==> config.mk <==
export PLATFORM = sky130hd
export DESIGN_NAME = video_rd_unpack
export DESIGN_NICKNAME = d
export VERILOG_FILES = /design/src/rtl/video_rd_unpack.sv
export SDC_FILE = /design/constraint.sdc
export NUM_CORES = 1
export LEC_CHECK = 0
export ABC_AREA = 1
export BUFFER_PORTS_ARGS = -buffer_cell sky130_fd_sc_hd__buf_2
export CAP_MARGIN = 20
export CORE_AREA = 2 2 257 259
export CTS_CLUSTER_DIAMETER = 120
export DETAILED_ROUTE_END_ITERATION = 8
export DIE_AREA = 0 0 259 261
export HOLD_SLACK_MARGIN = 0.03
export MAX_ROUTING_LAYER = met4
export PLACE_DENSITY = 0.5
export SETUP_SLACK_MARGIN = 0.4
export SYNTH_ARGS = -nofsm -noshare
export SYNTH_HDL_FRONTEND = slang
export SYNTH_SLANG_ARGS = --single-unit
==> constraint.sdc <==
create_clock -name clk -period 11.8 [get_ports clk]
set_input_delay 0 -clock clk [delete_from_list [all_inputs] [get_ports clk]]
set_output_delay 0 -clock clk [all_outputs]
set_load 0.05 [all_outputs]
==> src/rtl/video_rd_unpack.sv <==
// Read-side 256-to-32-bit unpacking buffer for the frame-buffer path.
// Two-entry ping-pong store, FWFT pixel output, line position tracking and sticky errors.
module video_rd_unpack #(
    parameter int unsigned LINE_PIX = 1920,
    parameter int unsigned PIX_W    = 32,
    parameter int unsigned WORD_W   = 256
) (
    input  logic              clk,
    input  logic              rst,
    input  logic              flush,
    input  logic              wr_en,
    input  logic [WORD_W-1:0] wr_data,
    output logic              wr_vld,
    input  logic              rd_en,
    output logic              rd_vld,
    output logic [PIX_W-1:0]  rd_data,
    output logic              rd_last,
    output logic              ovf_err,
    output logic              udf_err
);

    localparam int unsigned LANES  = WORD_W / PIX_W;
    localparam int unsigned LANE_W = (LANES > 1) ? $clog2(LANES) : 1;
    localparam int unsigned PIX_CW = (LINE_PIX > 1) ? $clog2(LINE_PIX) : 1;
    localparam logic [LANE_W-1:0] LANE_LAST = LANE_W'(LANES - 1);
    localparam logic [PIX_CW-1:0] PIX_LAST  = PIX_CW'(LINE_PIX - 1);

    logic [LANES-1:0][PIX_W-1:0] r_mem [2];
    logic                        r_wp;
    logic                        r_rp;
    logic [1:0]                  r_count;
    logic [LANE_W-1:0]           r_lane;
    logic [PIX_CW-1:0]           r_pix_cnt;
    logic                        r_ovf;
    logic                        r_udf;

    logic                        w_clear;
    logic                        w_wr_acc;
    logic                        w_rd_acc;
    logic                        w_word_done;
    logic [LANES-1:0][PIX_W-1:0] w_rd_word;

    // Flow-control flags decode straight from the occupancy register.
    assign wr_vld = (r_count != 2'd2);
    assign rd_vld = (r_count != 2'd0);

    assign w_clear     = rst | flush;
    assign w_wr_acc    = wr_en & wr_vld & ~w_clear;
    assign w_rd_acc    = rd_en & rd_vld & ~w_clear;
    assign w_word_done = w_rd_acc & (r_lane == LANE_LAST);

    assign w_rd_word = r_mem[r_rp];
    assign rd_data   = w_rd_word[r_lane];
    assign rd_last   = rd_vld & (r_pix_cnt == PIX_LAST);
    assign ovf_err   = r_ovf;
    assign udf_err   = r_udf;

    // Word storage carries no reset; validity is tracked by r_count.
    always_ff @(posedge clk) begin
        if (w_wr_acc) begin
            r_mem[r_wp] <= wr_data;
        end
    end

    always_ff @(posedge clk) begin
        if (w_clear) begin
            r_wp      <= 1'b0;
            r_rp      <= 1'b0;
            r_count   <= 2'd0;
            r_lane    <= '0;
            r_pix_cnt <= '0;
            r_ovf     <= 1'b0;
            r_udf     <= 1'b0;
        end else begin
            if (wr_en & ~wr_vld) begin
                r_ovf <= 1'b1;
            end
            if (rd_en & ~rd_vld) begin
                r_udf <= 1'b1;
            end

            if (w_wr_acc) begin
                r_wp <= ~r_wp;
            end

            if (w_rd_acc) begin
                r_lane    <= w_word_done ? '0 : r_lane + LANE_W'(1);
                r_pix_cnt <= (r_pix_cnt == PIX_LAST) ? '0 : r_pix_cnt + PIX_CW'(1);
            end
            if (w_word_done) begin
                r_rp <= ~r_rp;
            end

            // Write and last-lane read in the same cycle leave occupancy unchanged.
            case ({w_wr_acc, w_word_done})
                2'b10:   r_count <= r_count + 2'd1;
                2'b01:   r_count <= r_count - 2'd1;
                default: r_count <= r_count;
            endcase
        end
    end

endmodule

* Word level (Yosys, flattened, before mapping)
Memories as Yosys holds them, arrays and structs flattened. A register that Yosys moved wholly into a read port is not among the register bits.
Index checks and enable logic that the tools add are counted.
** Storage, ports and cells
- Bits in registers :: 20
- RAM bits :: 512
- Input bits :: 261
- Output and inout port bits :: 37
- Logic and storage cells :: 43
- Memories :: 1
** Memory list
- r_mem :: words 2, bits a word 256, rd ports 1, clocked after Yosys merged registers in 1, write ports 1, RTL line 28 : logic [LANES-1:0][PIX_W-1:0] r_mem [2];
** Cells by class
- $add $sub $neg :: 4
- Magnitude comparators :: 1
- Equality and inequality tests :: 5
- Multiplexer cells :: 9
- Bitwise gates (word level) :: 14
- Reductions and logical operators :: 2
** Operators by type and width (number)
- binary-select mux 32 bit (select 3 bit) :: 1
- two-way mux 32 bit :: 1
- adder 11 x 1 -> 11 bit, second input constant :: 1
- == test 11 bit, second input constant :: 1
- two-way mux 11 bit :: 1
- AND 1 bit :: 8
- inverter 1 bit :: 5
- < comparator 3 x 4 -> 1 bit, second input constant :: 1
- two-way mux 1 bit :: 4
- case mux 2 bit (2 select lines) :: 1
- nonzero test 2 bit :: 2
- adder 3 x 1 -> 3 bit, second input constant :: 1
- == test 3 bit, second input constant :: 1
- two-way mux 3 bit :: 1
- adder 2 x 1 -> 2 bit, second input constant :: 1
- == test 2 x 1 -> 1 bit, second input constant :: 1
- == test 2 bit, second input constant :: 1
- inequality test 2 bit, second input constant :: 1
- subtractor 2 x 1 -> 2 bit, second input constant :: 1
- OR 1 bit :: 1

* Longest topological paths before layout
Gate-level depths: netlist of run 1.
- Depth in word-level cells :: 6
- Depth in mapped cells :: 9
- Depth with buffers taken out :: 9

* Worst setup path after synthesis of run 1
No wires, ideal clock.
- Path type :: flip-flop to flip-flop
- Start point :: register r_count[0]
- End point :: memory r_mem[0][0] (netlist name), enable pin
- Library setup time :: 879 ps
- Arrival time :: 11692 ps
- Data required time :: 10921 ps
- Slack :: -771 ps
- Cell stages (with the launch flop) :: 5
- Path buffers :: 0
- Clock period less this slack :: 12571 ps
- Cell sequence :: dfxtp_1 -> inv_1 -> nand2_1 -> nand3_1 -> nor2_1
** Between the ends
- Word-level cells in the longest chain between the ends :: 5
** Ends and longest elaborated chain
- start, declared :: RTL line 31 : logic [1:0] r_count;
- start signal, assigned :: RTL line 96 : 2'b10: r_count <= r_count + 2'd1;
- start signal, assigned :: RTL line 97 : 2'b01: r_count <= r_count - 2'd1;
- start signal, assigned :: RTL line 98 : default: r_count <= r_count;
- inequality test 2 bit :: RTL line 44 : assign wr_vld = (r_count != 2'd2);
- via wr_vld :: RTL line 13 : output logic wr_vld,
- AND 1 bit (2 in a row) :: RTL line 48 : assign w_wr_acc = wr_en & wr_vld & ~w_clear;
- two-way mux 1 bit :: RTL line 60 : if (w_wr_acc) begin
- two-way mux 1 bit (not written as such) :: RTL line 61 : r_mem[r_wp] <= wr_data;
- end, declared :: RTL line 28
The timed path passes the listed nets, and every way through them passes these cells.

==> results of run 1 <==
state kept, by name, summed over array words and instances (netlist names), named ones only:
register / cells
r_mem: 512
r_lane: 3
r_count: 2
r_wp: 1
r_rp: 1
udf_err: 1
r_pix_cnt: 11
ovf_err: 1
cells by family after synthesis:
logic type | synth area share
AOI/OAI and AO/OA | 0.09820
xor gates and xnor gates | 0.001602
buffers and inverters | 0.07548
and+or+nand+nor | 0.09998
DFF | 0.7224
adders and majority gates | 0.002289
worst max-delay path, delay by kind of cell, from the launching register on:
| kind | cells | cell delay [ns] |
|---|---|---|
| buffers and inverters | 3 | 1.85 |
| flip-flops | 1 | 0.95 |
| AND/OR/NAND/NOR | 3 | 0.52 |
| AO/OA/AOI/OAI | 1 | 0.19 |
routing by layer:
metal	GRT usage	wire length, um
met1	0.2435	27480
met4	0.04367	1046
met5	-	0
met3	0.02710	3101
met2	0.2822	28170
synthesized netlist by cell type:
| cell type | number |
|---|---|
| a21oi_1 | 59 |
| a31o_2 | 1 |
| and3_1 | 2 |
| buf_1 | 13 |
| buf_2 | 44 |
| buf_4 | 5 |
| buf_6 | 19 |
| clkbuf_1 | 27 |
| dfxtp_1 | 21 |
| edfxtp_1 | 512 |
| ha_1 | 4 |
| inv_1 | 273 |
| inv_2 | 1 |
| nand2_1 | 260 |
| nand2_2 | 1 |
| nand3_1 | 204 |
| nand4_1 | 6 |
| nor2_1 | 28 |
| nor2_2 | 1 |
| nor2_4 | 1 |
| nor3_1 | 2 |
| o211ai_1 | 205 |
| o21ai_0 | 58 |
| o21bai_1 | 1 |
| o22ai_1 | 1 |
| xor2_1 | 4 |
final cells by class:
cell class                      count  area share
Tap cell                          864     0.03793
Inverter                          274     0.03622
Multi-Input combinational cell    838      0.1556
Sequential cell                   533      0.5547
Clock inverter                     27    0.007464
Timing Repair Buffer              580      0.1504
Clock buffer                       83     0.05681
Antenna cell                       10   0.0008781
worst min-delay path by stage:
stage,endpoint,slack [ns],cells after the start
after floorplan,r_mem[0][0]$_DFFE_PP_,0.1,0
after global placement,r_mem[0][13]$_DFFE_PP_,0.19,1
after detailed placement,r_mem[0][31]$_DFFE_PP_,0.19,1
after CTS,r_mem[0][79]$_DFFE_PP_,0.06,2
after global routing,r_mem[1][87]$_DFFE_PP_,0.09,2
final,r_mem[0][79]$_DFFE_PP_,0.11,2
through the flow:
stage	total power, mW	utilization	worst slack (ns)
after floorplan	2.215	-	-0.7709
after global placement	2.280	0.3688	8.191
after detailed placement	2.284	0.3688	8.156
after CTS	4.121	0.4378	7.501
after global routing	4.213	0.4381	7.242
final	4.065	0.4382	7.566
power by group through the flow:
stage,sequential [mW],combinational (mW),clock (mW)
4_1_cts,2.12,0.205,1.80
6_report,2.12,0.202,1.75
3_5_place_dp,2.15,0.129,0
3_3_place_gp,2.15,0.126,0
2_1_floorplan,2.17,0.0474,0
5_1_grt,2.12,0.219,1.88
timing repair:
action / CTS / global route
hold endpoints to repair: 533 / 0
setup endpoints to repair: 0 / 0
setup buffers: 0 / 0
hold buffers: 265 / 0
==> results_dict.tcl, run 1 <==
set metrics [dict create \
    timing.critical_path.to "rd_data[10]" \
    power_density_nw_per_um2 142.7 \
    overflow 0 \
    viasPerCell 4.688 \
    cp_slowest_stage_delay_ns 0.95 \
    drt-pass1-iter-count 7 \
    power.internal_mw 3.227 \
    synth_top_area_share 0.7032 \
    stdcell_count 3209 \
    grt_pass1_vias 14850 \
    die_w_um 259 \
    clk_path_buf_depth 3 \
    dieArea_sq_um 67600 \
    critPathArrivalTime_ns 4.23 \
    pin_count 298 \
    antenna_left 0 \
    hold_class "input port to register" \
    r2r_slack_ns 8.69 \
    switching_share 0.2061 \
    synth_top_area_cell "edfxtp_1" \
    syn_area_sq_um 21860 \
    syn_area_per_cell_sq_um 12.47 \
    drive_above_1_share 0.1730 \
    mostFrequentLayoutCells "edfxtp_1 (512), buf_2 (297), inv_1 (271), dlygate4sd3_1 (265), nand2_1 (260)" \
    status "finished, final reports clean" \
    cts_htree_levels 2 \
    ys_seq_elements 533 \
    period_share 0.3588 \
    rows 94 \
    drt_wl_total_mm 59.80 \
    critical_path_class "register to output pin" \
    clkPwrFrac 0.430 \
    cp.required_ns 11.80 \
    maxCapViolations 0 \
    vias 15040 \
    synthesis.nets 2018 \
    clkTransAtPathRegs_ns 0.06 \
    coreArea_sq_um 65040 \
    root_buffer "clkbuf_16" \
    combPwrFrac 0.050 \
    clock_skew_ns 0.02143 \
    synthCells 1753 \
    post-route-drc-count 0 \
    synth.yosys.seq_area_share 0.7224 \
    yosys_warnings 0 \
    tns_ns 0 \
    p_leak_nw 10.46 \
    drtIter0Drc 1031 \
    grt_usage 0.1789 \
    io_buffers 297 \
    period_minus_slack_ns 4.234 \
    seqPwrFrac 0.520 \
    hp-start "wr_data[79]" \
    grt_max_degree 167 \
    gp_congestion 0.7898 \
    start_kind "register" \
    insertion_delay_ns 0.61 \
    fill_cells 6021 \
    slew_violations 0 \
    seq_area_sq_um 15810 \
    final_common_cell "edfxtp_1" \
    wl_per_cell_um 18.63 \
    grt_first_pass_wirelength_mm 88.87 \
    dpl_cell_area_sq_um 23990 \
    rsz0062_at_grt "no" \
    cts_buffers 59 \
    crit_fanout 94 \
    max_clock_freq_mhz 236.2 \
    r2r_cells 6 \
    synth_cell_types 26 \
    nNetsFinal 2551 \
    worstSetupEndpointType "output pin" \
    peakVddDrop_uv 100.7 \
    die_h_um 261 \
    setup_violations 0 \
    switchingPower_mw 0.8379 \
    syn_to_final_growth_pct 30.34 \
    synthTopCellsByArea "edfxtp_1 (70%), o211ai_1 (7.0%), inv_1 (4.7%)" \
    slew_headroom 0.3035 \
    hold_ws_ns 0.1100 \
    hpwl_mm 36.71 \
    worstMarginPinSlew_ns 1.045 \
    multiInputGateArea_sq_um 4433 \
    timing.rr.start "r_count[0]$_SDFFE_PP0P_" \
    antenna_found_initial 12 \
    hold_viol_final 0 \
    cts_tree "built" \
    cts-resized-gates 0 \
    cp_cell_sequence "buf_4, buf_4, o211ai_1, nand3_1, nand3_1, nand2_1, buf_2" \
    regToRegEndpoint "r_mem[1][14]$_DFFE_PP_" \
    cts.sinks 533 \
    crit_slowest_cell "dfxtp_4" \
    dp_cells 2824 \
    stdcell_area_sq_um 28500 \
    initial_core_util 0.3362 \
]
Power figures use the tool's default switching activity.
==> run 2, diff against run 1 <==
--- a/config.mk
+++ b/config.mk
@@ -14,7 +14,7 @@
 export DIE_AREA = 0 0 259 261
 export HOLD_SLACK_MARGIN = 0.03
 export MAX_ROUTING_LAYER = met4
-export PLACE_DENSITY = 0.5
+export PLACE_DENSITY = 0.49
 export SETUP_SLACK_MARGIN = 0.4
 export SYNTH_ARGS = -nofsm -noshare
 export SYNTH_HDL_FRONTEND = slang
==> constraint.sdc (replaced) <==
create_clock -name clk -period 4.22 [get_ports clk]
set_input_delay 0 -clock clk [delete_from_list [all_inputs] [get_ports clk]]
set_output_delay 0 -clock clk [all_outputs]
set_load 0.05 [all_outputs]
==> run 2 against run 1 <==
Net effect: wire length rose by 0.41%; global-route usage up 0.078 points; cell count is 0.22% lower; hold slack gained 0.0021 ns; design area rose by 0.79%; non-clock buffer count stayed put; die area unchanged; sequential power grew to 2.8 times the previous value; power increased to 2.8 times the previous value; register-to-register slack worse by 6.9 ns.
==> results_dict.tcl, run 2 (synthesis gave the netlist of run 1 again) <==
set metrics [dict create \
    clkTransAtPathRegs_ns 0.06 \
    overflow 0 \
    start_kind "input port" \
    cp_cell_sequence "dlygate4sd3_1, buf_2, nor2_4, dlygate4sd3_1, nand3_4, nor2_4, buf_12" \
    insertion_delay_ns 0.61 \
    mostFrequentLayoutCells "edfxtp_1 (512), buf_2 (297), inv_1 (270), dlygate4sd3_1 (264), nand2_1 (259)" \
    post-route-drc-count 0 \
    crit_buf_inv 4 \
    p_leak_nw 10.55 \
    largest_register_ffs 512 \
    drt-pass1-iter-count 7 \
    rows 94 \
    crit_slowest_cell "dlygate4sd3_1" \
    period_minus_slack_ns 2.957 \
    status "finished, final reports clean" \
    coreArea_sq_um 65040 \
    slew_headroom 0.2641 \
    dieArea_sq_um 67600 \
    gp_congestion 0.7965 \
    crit_fanout 115 \
    hold_viol_final 0 \
    dp_cells 2825 \
    critPathArrivalTime_ns 3.19 \
    maxCapViolations 0 \
    grt_usage 0.1797 \
    antenna_left 0 \
    total_power_mw 11.54 \
    cp_slowest_stage_delay_ns 0.96 \
    peakVddDrop_uv 263.0 \
    initial_core_util 0.3362 \
    die_h_um 261 \
    largest-register "r_mem" \
    seq_area_sq_um 15810 \
    pin_count 298 \
    nNetsFinal 2549 \
    hpwl_mm 36.73 \
    cp.required_ns 4.45 \
    grt.busiest_layer "met2" \
    viasPerCell 4.712 \
    fill_cells 6019 \
    die_w_um 259 \
    fin_ws_ns 1.263 \
    stdcell_count 3202 \
    post-cts-setup-buffers 0 \
    grt.met3_usage 0.03029 \
    hold_class "input port to register" \
    rsz0062_at_grt "no" \
    final_common_cell "edfxtp_1" \
    grtUsageMet1 0.2533 \
    grt_pass1_vias 14620 \
    period_share 0.7007 \
    grt_first_pass_wirelength_mm 88.49 \
    worstSetupEndpointType "register" \
    grt_util_met2 0.2690 \
    slew_violations 0 \
    drive_above_1_share 0.1823 \
    syn_to_final_growth_pct 31.37 \
    crit_family "buffers and inverters" \
    place_ws_ns 1.762 \
    io_buffers 297 \
    antenna_found_initial 6 \
    wl_per_cell_um 18.75 \
    cts_htree_levels 2 \
    drt_wl_total_mm 60.04 \
    root_buffer "clkbuf_16" \
    vias 15090 \
    worstMarginPinSlew_ns 1.104 \
    reg_top3 "r_mem: 512 flops, r_pix_cnt: 11 flops, r_lane: 3 flops" \
    hold_ws_ns 0.1121 \
    clock_skew_ns 0.01407 \
    drtIter0Drc 1061 \
    max_clock_freq_mhz 338.2 \
    grt_max_degree 117 \
    cts-resized-gates 0 \
    cts_buffers 57 \
    cts.sinks 533 \
    critical_path_class "input port to register" \
    power_density_nw_per_um2 401.8 \
    setup_violations 0 \
    multiInputGateArea_sq_um 4462 \
    clk_path_buf_depth 3 \
    cts_tree "built" \
]
[run 2: cell count changes in the layout (fill, tap and decap cells not counted), sizes merged]
cell	change
diode	-3
bufinv	+5
clkinvlp	+1
dlygate4sd3	-1
buf	+1
clkinv	+11
clkbuf	-21
[run 2: power breakdown]
part / total [mW] / internal, mW / switching [mW]
logic: 0.584 / 0.291 / 0.293
registers: 5.91 / 5.89 / 0.0191
clock network: 5.05 / 2.99 / 2.06
[run 2: path summary, 6_finish.rpt]
| check | slack (ns) | to | startpoint | depth (start not counted) |
|---|---|---|---|---|
| setup reg to reg | 1.78 | r_count[1]$_SDFFE_PP0P_ | r_lane[0]$_SDFFE_PP0P_ | 9 |
| hold / removal | 0.11 | r_mem[1][41]$_DFFE_PP_ | wr_data[41] | 2 |
| hold reg to reg | 0.51 | r_rp$_SDFFE_PP0P_ | r_rp$_SDFFE_PP0P_ | 2 |
| setup / recovery | 1.26 | r_mem[1][87]$_DFFE_PP_ | rst | 7 |
[run 2: area by class of cell]
cell class / instances / share of cell area
flip-flops and latches: 533 / 0.5504
multi-input cells: 838 / 0.1553
repair buffers: 580 / 0.1540
clock buffers: 62 / 0.05106
well taps: 864 / 0.03764
inverters: 274 / 0.03594
clock inverters: 44 / 0.01503
diodes: 7 / 0.0006099
[run 2: timing repair]
action	4_1_cts	5_1_grt
hold endpoints to repair	558	0
hold buffers	264	0
endpoints found under the setup margin	0	0
[run 2: per-stage QoR]
step	setup TNS [ns]	util	area [sq um]
final	0	0.4416	28720
after CTS	0	0.4413	28700
after floorplan	-347.99	-	21910
after global placement	0	0.3715	24160
after detailed placement	0	0.3715	24160
after global routing	0	0.4415	28720
[run 2: per-layer routing]
metal,part of all wire,vias up
met5,0,-
met4,0.022,0
met3,0.058,93
met2,0.45,416
met1,0.47,7272
li1,-,7306
==> run 3, diff against run 2 <==
--- a/config.mk
+++ b/config.mk
@@ -14,7 +14,7 @@
 export DIE_AREA = 0 0 259 261
 export HOLD_SLACK_MARGIN = 0.03
 export MAX_ROUTING_LAYER = met4
-export PLACE_DENSITY = 0.49
+export PLACE_DENSITY = 0.5
 export SETUP_SLACK_MARGIN = 0.4
 export SYNTH_ARGS = -nofsm -noshare
 export SYNTH_HDL_FRONTEND = slang
==> constraint.sdc (replaced) <==
create_clock -name clk -period 2.45 [get_ports clk]
set_input_delay 0 -clock clk [delete_from_list [all_inputs] [get_ports clk]]
set_output_delay 0 -clock clk [all_outputs]
set_load 0.05 [all_outputs]
==> run 3 against run 2 <==
Net effect: hold slack got worse by 0.025 ns; flip-flop and latch count did not move; clock skew grew 0.018 ns; critical path type is now register to output pin; largest power group unchanged.
==> results_dict.tcl, run 3 (synthesis gave the netlist of run 1 again) <==
set metrics [dict create \
    status "finished, final reports clean" \
    crit_slowest_cell "dfxtp_4" \
    antenna_found_initial 10 \
    r2r_slack_ns 0.60 \
    insertion_delay_ns 0.63 \
    hold_class "input port to register" \
    p_leak_nw 11.38 \
    initial_core_util 0.3362 \
    die_h_um 261 \
    largest_register_ffs 512 \
    maxCapViolations 0 \
    worstSetupEndpointType "output pin" \
    mostFrequentLayoutCells "edfxtp_1 (512), inv_1 (270), dlygate4sd3_1 (264), buf_2 (264), nand2_1 (238)" \
    fin_ws_ns 0.1955 \
    drtIter0Drc 1133 \
    drive_above_1_share 0.2306 \
    period_share 0.9202 \
    crit_family "buffers and inverters" \
    setup_violations 0 \
    antenna_left 0 \
    final_common_cell "edfxtp_1" \
    period_minus_slack_ns 2.255 \
    viasPerCell 4.841 \
    reg_top3 "r_mem: 512 flops, r_pix_cnt: 11 flops, r_lane: 3 flops" \
    tns_ns 0 \
    coreArea_sq_um 65040 \
    dieArea_sq_um 67600 \
    pin_count 298 \
    fill_cells 5766 \
    grt_pass1_vias 15630 \
    drt_wl_total_mm 68.19 \
    critical_path_class "register to output pin" \
    vias 15850 \
    grt_max_degree 64 \
    clkTransAtPathRegs_ns 0.06 \
    critPathArrivalTime_ns 2.25 \
    rsz0062_at_grt "yes" \
    slew_headroom 0.6370 \
    grt_first_pass_wirelength_mm 98.86 \
    largest-register "r_mem" \
    max_clock_freq_mhz 443.6 \
    rows 94 \
    slew_violations 0 \
    cp_cell_sequence "buf_12, bufbuf_16, a21oi_2, o21ai_1, nand3_1, nand3_4, nand2_4, buf_8" \
    crit_buf_inv 3 \
    place_ws_ns 0.4499 \
    die_w_um 259 \
    start_kind "register" \
    post-route-drc-count 0 \
    crit_fanout 11 \
    overflow 0 \
    root_buffer "clkbuf_16" \
    nNetsFinal 2617 \
    syn_to_final_growth_pct 41.14 \
    cts_tree "built" \
    io_buffers 297 \
    cts_htree_levels 2 \
    cp_slowest_stage_delay_ns 0.36 \
    grt_usage 0.2037 \
    gp_congestion 0.8049 \
    peakVddDrop_uv 450.7 \
    cp.required_ns 2.45 \
    drt-pass1-iter-count 5 \
    cts.sinks 533 \
    cts_buffers 61 \
    clk_path_buf_depth 3 \
    wl_per_cell_um 20.82 \
    worstMarginPinSlew_ns 0.5438 \
    hpwl_mm 39.17 \
    hold_viol_final 0 \
    power_density_nw_per_um2 642.6 \
    clock_skew_ns 0.03190 \
]
[run 3: cell types whose count changed in the layout (fill, tap and decap cells not counted), moves of 17 or more]
cell     before  now
buf_6         0   20
buf_16        0   30
buf_2       297  264
nand2_2       1   19
nand2_1     259  238
nand3_2       0   26
o21ai_1       0   20
nand3_1     203  168
buf_12       12   29
o21ai_0      58   35
[run 3: final timing paths]
check | start | endpoint | cells past startpoint
worst min register to register | r_rp$_SDFFE_PP0P_ | r_rp$_SDFFE_PP0P_ | 2
worst max-delay path | register | rd_data[16] | 8
worst max register to register | r_count[1]$_SDFFE_PP0P_ | r_count[1]$_SDFFE_PP0P_ | 8
worst min-delay path | wr_data[77] | r_mem[0][77]$_DFFE_PP_ | 2
[run 3: repair_timing]
item | CTS | global route
gates resized for setup | 198 | 46
setup buffers | 8 | 3
gates cloned | 26 | 4
setup endpoints to repair | 33 | 42
hold endpoints to repair | 536 | 0
pin swaps | 62 | 23
hold buffers | 265 | 0
[run 3: through the flow]
stage | total power [mW] | cell area [sq um] | util | hold slack, ns | instances
3_3_place_gp | 11.02 | 24510 | 0.3769 | 0.1876 | 2847
2_1_floorplan | 10.62 | 21910 | - | 0.09887 | 1753
4_1_cts | 20.04 | 30580 | 0.4702 | 0.04039 | 3259
3_5_place_dp | 11.04 | 24510 | 0.3769 | 0.1907 | 2847
5_1_grt | 20.48 | 30860 | 0.4744 | 0.05675 | 3275
6_report | 19.83 | 30860 | 0.4744 | 0.08661 | 3275
[run 3: power by group]
| group | switching [mW] | internal (mW) |
|---|---|---|
| clock network | 3.68 | 4.87 |
| logic | 0.529 | 0.561 |
| registers | 0.0366 | 10.1 |
[run 3: area by class of cell]
class / count / area [sq um] / share of cell area
timing repair inverter: 1 / 8.758 / 0.0002838
timing repair buffer: 643 / 6156 / 0.1995
sequential: 533 / 15810 / 0.5124
clock inverter: 38 / 276.5 / 0.008961
antenna: 9 / 22.52 / 0.0007299
inverter: 274 / 1046 / 0.03390
clock buffer: 75 / 1579 / 0.05117
multi-input combinational: 838 / 4877 / 0.1581
tap: 864 / 1081 / 0.03503
[run 3: layer usage]
metal	GRT usage	part of all wire	up-vias	routed length, um
met3	0.03755	0.061	77	4140
met2	0.3156	0.46	485	31700
li1	-	-	7500	-
met4	0.04351	0.016	0	1097
met1	0.2802	0.46	7791	31250
met5	-	0	-	0
